==> src/rtl/seq_detector_param.sv <==
// Runtime-configurable serial bit-pattern detector: programmable pattern/length,
// overlap or non-overlap matching, input qualifier, registered pulse, saturating count.
module seq_detector_param #(
    parameter int                 MAX_LEN     = 8,
    parameter int                 CNT_W       = 16,
    parameter logic [MAX_LEN-1:0] DEF_PATTERN = 8'b0000_1011,
    parameter int                 DEF_LEN     = 4,
    parameter bit                 DEF_OVERLAP = 1'b0
) (
    input  logic                           clk,
    input  logic                           rst_n,
    input  logic                           x_valid,
    input  logic                           x,
    input  logic                           cfg_load,
    input  logic [MAX_LEN-1:0]             cfg_pattern,
    input  logic [$clog2(MAX_LEN+1)-1:0]   cfg_len,
    input  logic                           cfg_overlap,
    input  logic                           cnt_clr,
    output logic                           y,
    output logic [CNT_W-1:0]               match_cnt,
    output logic                           cfg_err
);
    localparam int               LEN_W    = $clog2(MAX_LEN + 1);
    localparam logic [LEN_W-1:0] MAX_FILL = LEN_W'(MAX_LEN);
    localparam logic [CNT_W-1:0] CNT_MAX  = {CNT_W{1'b1}};
    localparam logic [LEN_W-1:0] LEN_ONE  = LEN_W'(1);
    localparam logic [CNT_W-1:0] CNT_ONE  = CNT_W'(1);

    logic [MAX_LEN-1:0] hist_r;
    logic [LEN_W-1:0]   fill_r;
    logic [MAX_LEN-1:0] pattern_r;
    logic [LEN_W-1:0]   len_r;
    logic               overlap_r;
    logic               y_r;
    logic [CNT_W-1:0]   cnt_r;
    logic               cfg_err_r;

    logic               accept_s;
    logic [MAX_LEN-1:0] cand_s;
    logic [MAX_LEN-1:0] mask_s;
    logic               eligible_s;
    logic               hit_s;
    logic [LEN_W-1:0]   fill_inc_s;
    logic               cfg_ok_s;
    logic [CNT_W-1:0]   cnt_next_s;

    // Match evaluation: only the low len bits of the shifted-in window are compared.
    always_comb begin
        accept_s   = x_valid & ~cfg_load;
        cand_s     = {hist_r[MAX_LEN-2:0], x};
        mask_s     = {MAX_LEN{1'b0}};
        for (int i = 0; i < MAX_LEN; i++) begin
            mask_s[i] = (LEN_W'(i) < len_r);
        end
        eligible_s = ({1'b0, fill_r} + {1'b0, LEN_ONE}) >= {1'b0, len_r};
        hit_s      = accept_s && eligible_s &&
                     (((cand_s ^ pattern_r) & mask_s) == {MAX_LEN{1'b0}});
        fill_inc_s = (fill_r == MAX_FILL) ? fill_r : (fill_r + LEN_ONE);
        cfg_ok_s   = (cfg_len != {LEN_W{1'b0}}) && (cfg_len <= MAX_FILL);
    end

    // Next match count: a clear wins, but a coincident hit still counts as one.
    always_comb begin
        cnt_next_s = cnt_r;
        if (cnt_clr) begin
            cnt_next_s = hit_s ? CNT_ONE : {CNT_W{1'b0}};
        end else if (hit_s && (cnt_r != CNT_MAX)) begin
            cnt_next_s = cnt_r + CNT_ONE;
        end else begin
            cnt_next_s = cnt_r;
        end
    end

    // Configuration and bit history; a load takes priority over a presented bit.
    always_ff @(posedge clk or negedge rst_n) begin
        if (!rst_n) begin
            pattern_r <= DEF_PATTERN;
            len_r     <= LEN_W'(DEF_LEN);
            overlap_r <= DEF_OVERLAP;
            hist_r    <= {MAX_LEN{1'b0}};
            fill_r    <= {LEN_W{1'b0}};
        end else if (cfg_load) begin
            if (cfg_ok_s) begin
                pattern_r <= cfg_pattern;
                len_r     <= cfg_len;
                overlap_r <= cfg_overlap;
                hist_r    <= {MAX_LEN{1'b0}};
                fill_r    <= {LEN_W{1'b0}};
            end
        end else if (accept_s) begin
            hist_r <= cand_s;
            fill_r <= (hit_s && !overlap_r) ? {LEN_W{1'b0}} : fill_inc_s;
        end
    end

    // Registered status outputs.
    always_ff @(posedge clk or negedge rst_n) begin
        if (!rst_n) begin
            y_r       <= 1'b0;
            cnt_r     <= {CNT_W{1'b0}};
            cfg_err_r <= 1'b0;
        end else begin
            y_r       <= hit_s;
            cnt_r     <= cnt_next_s;
            cfg_err_r <= cfg_load & ~cfg_ok_s;
        end
    end

    assign y         = y_r;
    assign match_cnt = cnt_r;
    assign cfg_err   = cfg_err_r;

endmodule

==> config.mk <==
export PLATFORM = sky130hd
export DESIGN_NAME = seq_detector_param
export DESIGN_NICKNAME = d
export VERILOG_FILES = /design/src/rtl/seq_detector_param.sv
export SDC_FILE = /design/constraint.sdc
export NUM_CORES = 1
export LEC_CHECK = 0
export BUFFER_PORTS_ARGS = -buffer_cell sky130_fd_sc_hd__buf_2
export CAP_MARGIN = 5
export CORE_MARGIN = 3
export CORE_UTILIZATION = 30
export CTS_CLUSTER_SIZE = 10
export DETAILED_ROUTE_END_ITERATION = 10
export PLACE_DENSITY_LB_ADDON = 0.05
export SETUP_SLACK_MARGIN = 0.15
export SYNTH_ARGS = -nofsm -noshare
export SYNTH_HDL_FRONTEND = slang
export SYNTH_SLANG_ARGS = --single-unit
export TNS_END_PERCENT = 30
==> constraint.sdc <==
create_clock -name clk -period 2.5 [get_ports clk]
set_input_delay 0.125 -clock clk [delete_from_list [all_inputs] [get_ports clk]]
set_output_delay 0.125 -clock clk [all_outputs]
set_load 0.01 [all_outputs]
* Word level (Yosys, flattened, before mapping)
Index checks and enable logic that the tools add are counted.
** Storage, ports and cells
- Output and inout port bits :: 18
- Register bits after elaboration :: 42
- Bits of input ports :: 19
** Operators by class
- Bitwise gates (word level) :: 6
- Equality and inequality tests :: 4
- Reduce and logical (&&, ||, !) cells :: 13
- Multiplexer cells :: 11
- Add/sub/neg operators :: 3
- Order comparisons :: 10
** Operators by type and width (number)
- 16-bit two-way mux :: 2
- 7-bit two-way mux :: 3
- 4-bit two-way mux :: 5
- 16-bit by 1-bit adder with 16-bit output, second input constant :: 1
- 3-bit by 4-bit < comparator with 1-bit output, first input constant :: 4
- 16-bit != test, second input constant :: 1
- 8-bit bitwise AND :: 1
- 8-bit zero test :: 1
- 1-bit by 4-bit < comparator with 1-bit output, first input constant :: 2
- 2-bit by 4-bit < comparator with 1-bit output, first input constant :: 2
- 8-bit bitwise XOR :: 1
- 4-bit by 1-bit adder with 5-bit output, second input constant :: 1
- 5-bit by 4-bit greater-or-equal comparator with 1-bit output :: 1
- 1-bit logical AND :: 5
- 4-bit by 1-bit adder with 4-bit output, second input constant :: 1
- 4-bit == test, second input constant :: 1
- 4-bit less-or-equal comparator, second input constant :: 1
- 2-bit AND reduction :: 2
- 2-bit nonzero test :: 2
- 4-bit nonzero test :: 1
- 3-bit by 2-bit != test with 1-bit output, second input constant :: 1
- 3-bit AND reduction :: 1
- 1-bit bitwise AND :: 2
- 2-bit by 1-bit != test with 1-bit output, second input constant :: 1
- other kinds (3) :: 4

* Longest topological paths before layout
- Word-level depth :: 8
- Gate-level depth with buffers :: 10
- Gate-level depth less buffers :: 8

* Worst setup path before layout
No wires, ideal clock.
- Path type :: register to register
- From :: reg fill_r[0]
- To :: reg cnt_r[5], in the netlist match_cnt[5]
- Clock period less this slack :: 2.461 ns
- Path buffers :: 1
- Data arrival time :: 2.333 ns
- Slack :: 0.039 ns
- Setup time :: 0.128 ns
- Cell stages (with the launch flop) :: 10
- Cells stage by stage :: dfrtp_1 > ha_1 > xor2_1 > ha_1 > o21ai_0 > o21ai_0 > nand4_4 > buf_6 > nor4_4 > mux2_1
** On the way
- Longest elaborated chain between the ends :: 6
** RTL lines
- start, declared :: line 30 : logic [LEN_W-1:0] fill_r;
- start signal, assigned :: line 81 : fill_r <= {LEN_W{1'b0}};
- start signal, assigned :: line 88 : fill_r <= {LEN_W{1'b0}};
- start signal, assigned :: line 92 : fill_r <= (hit_s && !overlap_r) ? {LEN_W{1'b0}} : fill_inc_s;
- 4-bit by 1-bit adder with 5-bit output :: line 55 : eligible_s = ({1'b0, fill_r} + {1'b0, LEN_ONE}) >= {1'b0, len_r};
- 5-bit by 4-bit greater-or-equal comparator with 1-bit output :: line 55
- 1-bit logical AND (2 in a row) :: line 56 : hit_s = accept_s && eligible_s &&
- 1-bit logical AND :: line 67 : end else if (hit_s && (cnt_r != CNT_MAX)) begin
- 2-bit nonzero test (no line)
- end signal, assigned :: line 100 : cnt_r <= {CNT_W{1'b0}};
- end signal, assigned :: line 104 : cnt_r <= cnt_next_s;
- end, declared :: line 35 : logic [CNT_W-1:0] cnt_r;
No other way between the ends.
A chain may end at the register's enable or synchronous reset.

* Worst setup path after layout
- From :: reg fill_r[1]
- To :: reg cnt_r[7], in the netlist match_cnt[7]
The elaborated chain is that of the path after synthesis.

==> results.tsv <==
stage	metric	value	unit
status	status	finished, violations left	
status	violations	negative hold slack	
global_route	gr-total-overflow	0	
timing	whs	-0.0266	ns
route	route.detailed.drc	0	
worst_hold_path	hold_path_class	in2async	
critical_path	crit_path_max_fanout	7	
place	placedCellCount	369	
global_route	grt_pass1_wl	9550	um
logic_synthesis	async_flop_share	100	%
cts	clk_pin_slew	0.09	ns
timing	maxSlewHeadroom	34.2	%
logic_synthesis	ys_ff_latch	42	
floorplan	die_w	94.9	um
route	antenna_left	0	
critical_path	startpoint_type	flip-flop	
finish	mostFrequentLayoutCells	dfrtp_1 (38), buf_2 (36), nand2_1 (22)	
route	firstDrtPassIters	4	
critical_path	crit_start	fill_r[1]$_DFFE_PN0P_	
logic_synthesis	syn-cell-area	2370	um^2
timing	rsz0062_at_grt	true	
job	maxCapViolCount	0	
cts	cts-root-buf	clkbuf_8	
timing	fin_crit	2.39	ns
critical_path	reg2reg_from	fill_r[1]$_DFFE_PN0P_	
global_route	grt_max_degree	43	
finish	areaGrowthSynthToFinish	25.1	%
timing	finalCritPeriodShare	95.6	%
route	vias_per_cell	4.93	
place	pre_cts_ws	0.0288	ns
cts	cts_max_level	2	
cts	clock_sinks	42	
logic_synthesis	synth_area_leaders	dfrtp_1 (40%), mux2_2 (7.6%), dfstp_2 (4.4%)	
floorplan	initial_core_util	31.8	%
finish	final_common_cell	dfrtp_1	
floorplan	ios	37	
cts	cts_buffers	5	
logic_synthesis	netlist-cell-type-count	41	
critical_path	crit_required	2.73	ns
timing	fin_ws	0.111	ns
logic_synthesis	synth_enable_flop_cells	0	
global_route	grt_pass1_vias	1908	
timing	setup_viol	0	
logic_synthesis	synth_fp_nets	266	
global_route	antenna_found_initial	0	
timing	finClkSkew	0.0107	ns
logic_synthesis	yosys.area.top_type_share	40.1	%
cts	cts_tree	built	
logic_synthesis	synthFlopType	dfrtp_1	
global_route	track_usage	13.6	%
power	p_per_area	614	nW/um^2
timing	finalMaxSlewViolations	0	
timing	max_freq	0.419	GHz
floorplan	coreArea	7450	um^2
logic_synthesis	syn_avg_cell_area	9.88	um^2
critical_path	cp.arrival	2.62	ns
finish	drive_gt1_share	36.6	%
floorplan	die_area	9010	um^2
power	power.leakage	1.27	nW
logic_synthesis	ys_seq_area_share	44.5	%
cts	clockBufferDepth	2	
critical_path	cp-end-kind	flip-flop	
cts	clock_latency	0.30	ns
logic_synthesis	yosysWarnings	0	
finish	diodes	0	
timing	worstMarginPinSlew	0.987	ns
place	gp_congestion	0.723	
route	vias	1888	
route	drtIter0Drc	89	
place	io_buffers	36	
floorplan	num_rows	31	
floorplan	die_height	94.9	um
timing	final_hold_viol_count	15	
route	wirelength	5680	um
power	vdd_drop_max	267	uV
logic_synthesis	yosys.area.top_type	dfrtp_1	
place	hpwl	3780	um
logic_synthesis	synthCells	240	
finish	nets	309	
finish	fin_cells	383	
route	avgRoutedWirePerCell	14.8	um
critical_path	crit_type	reg2reg	
[cells by family after synthesis]
kind of cell	after synthesis	share of synthesized area, %
AO/OA/AOI/OAI	40	10.5
XOR/XNOR	11	4.06
adder cells (fa/ha/maj)	7	3.69
buffers and inverters	25	4.96
flip-flops	42	44.5
multiplexers	19	8.97
AND/OR/NAND/NOR	96	23.3
[synth_stat cells, types with 3 or more instances]
cell type	count
dfrtp_1	38
a21oi_1	15
or4_1	9
nand2_1	22
nor3_1	6
ha_1	7
inv_1	11
clkbuf_1	5
nor2_1	16
o31ai_1	7
mux2_2	16
nand4_1	4
o22ai_1	3
o21ai_0	5
nor2b_1	8
xnor2_1	10
nand2b_1	3
dfstp_2	4
buf_2	7
nand3_1	16
[power by group]
| part | internal, mW | switching [mW] | total [mW] |
|---|---|---|---|
| Sequential | 0.754 | 0.0738 | 0.828 |
| Clock | 0.298 | 0.266 | 0.563 |
| Combinational | 0.215 | 0.215 | 0.430 |
| Total | 1.27 | 0.554 | 1.82 |
[what timing repair did]
| item | CTS | global route |
|---|---|---|
| gates cloned | 2 | 0 |
| endpoints found under the setup margin | 14 | 16 |
| hold buffers | 0 | 0 |
| gates resized for setup | 6 | 18 |
| pin swaps | 10 | 17 |
| setup buffers | 3 | 1 |
[final timing paths]
path | end | slack, ns | cells past startpoint
max in group asynchronous | hist_r[6]$_DFFE_PN0P_ | 1.90 | 1
min in group clk | hist_r[0]$_DFFE_PN0P_ | 0.05 | 3
hold reg to reg | hist_r[4]$_DFFE_PN0P_ | 0.52 | 2
setup reg to reg | match_cnt[7]$_DFFE_PN0P_ | 0.11 | 9
hold / removal | match_cnt[3]$_DFFE_PN0P_ | -0.03 | 1
setup / recovery | match_cnt[7]$_DFFE_PN0P_ | 0.11 | 9
[worst max-delay path, stage by stage, from the launching register on]
cell     delay (ns)
dfrtp_1        0.42
ha_2           0.21
xor2_1         0.17
ha_1           0.30
o21ai_2        0.06
o21ai_2        0.17
nand4_4        0.18
buf_12         0.20
or4_4          0.48
a21oi_2        0.15
[sequential cells by signal, indices dropped and copies added, names as in the netlist]
register / flops
fill_r: 4
match_cnt: 16
y: 1
cfg_err: 1
hist_r: 7
len_r: 4
pattern_r: 8
overlap_r: 1
[layer usage]
metal | up-vias | global-route usage [%] | share of wire (%)
met1 | 906 | 19.4 | 50
met3 | 4 | 3.19 | 3.5
met4 | 0 | 3.61 | 0.92
li1 | 949 | - | -
met5 | - | 0 | 0
met2 | 29 | 20.6 | 45
[per-stage QoR]
| step | TNS, ns | instance area, um^2 | utilization [%] | hold slack (ns) | total power [mW] |
|---|---|---|---|---|---|
| after floorplan | 0 | 2370 | - | -0.171 | 1.11 |
| after global placement | 0 | 2670 | 35.9 | 0.356 | 1.22 |
| after detailed placement | 0 | 2670 | 35.9 | 0.361 | 1.22 |
| after CTS | 0 | 2890 | 38.8 | 0.0337 | 1.83 |
| after global routing | -0.0292 | 2970 | 39.8 | 0.0451 | 1.92 |
| final | 0 | 2970 | 39.8 | -0.0266 | 1.82 |
[cell type report]
type / instances / area (um^2)
multi-input cells: 173 / 1290
flip-flops and latches: 42 / 1060
inverters: 11 / 41.3
well taps: 99 / 124
fillers: 762 / 4480
repair buffers: 50 / 342
clock buffers: 5 / 68.8
clock inverters: 3 / 45.0
Note: power is estimated with default switching activity, not from simulation.
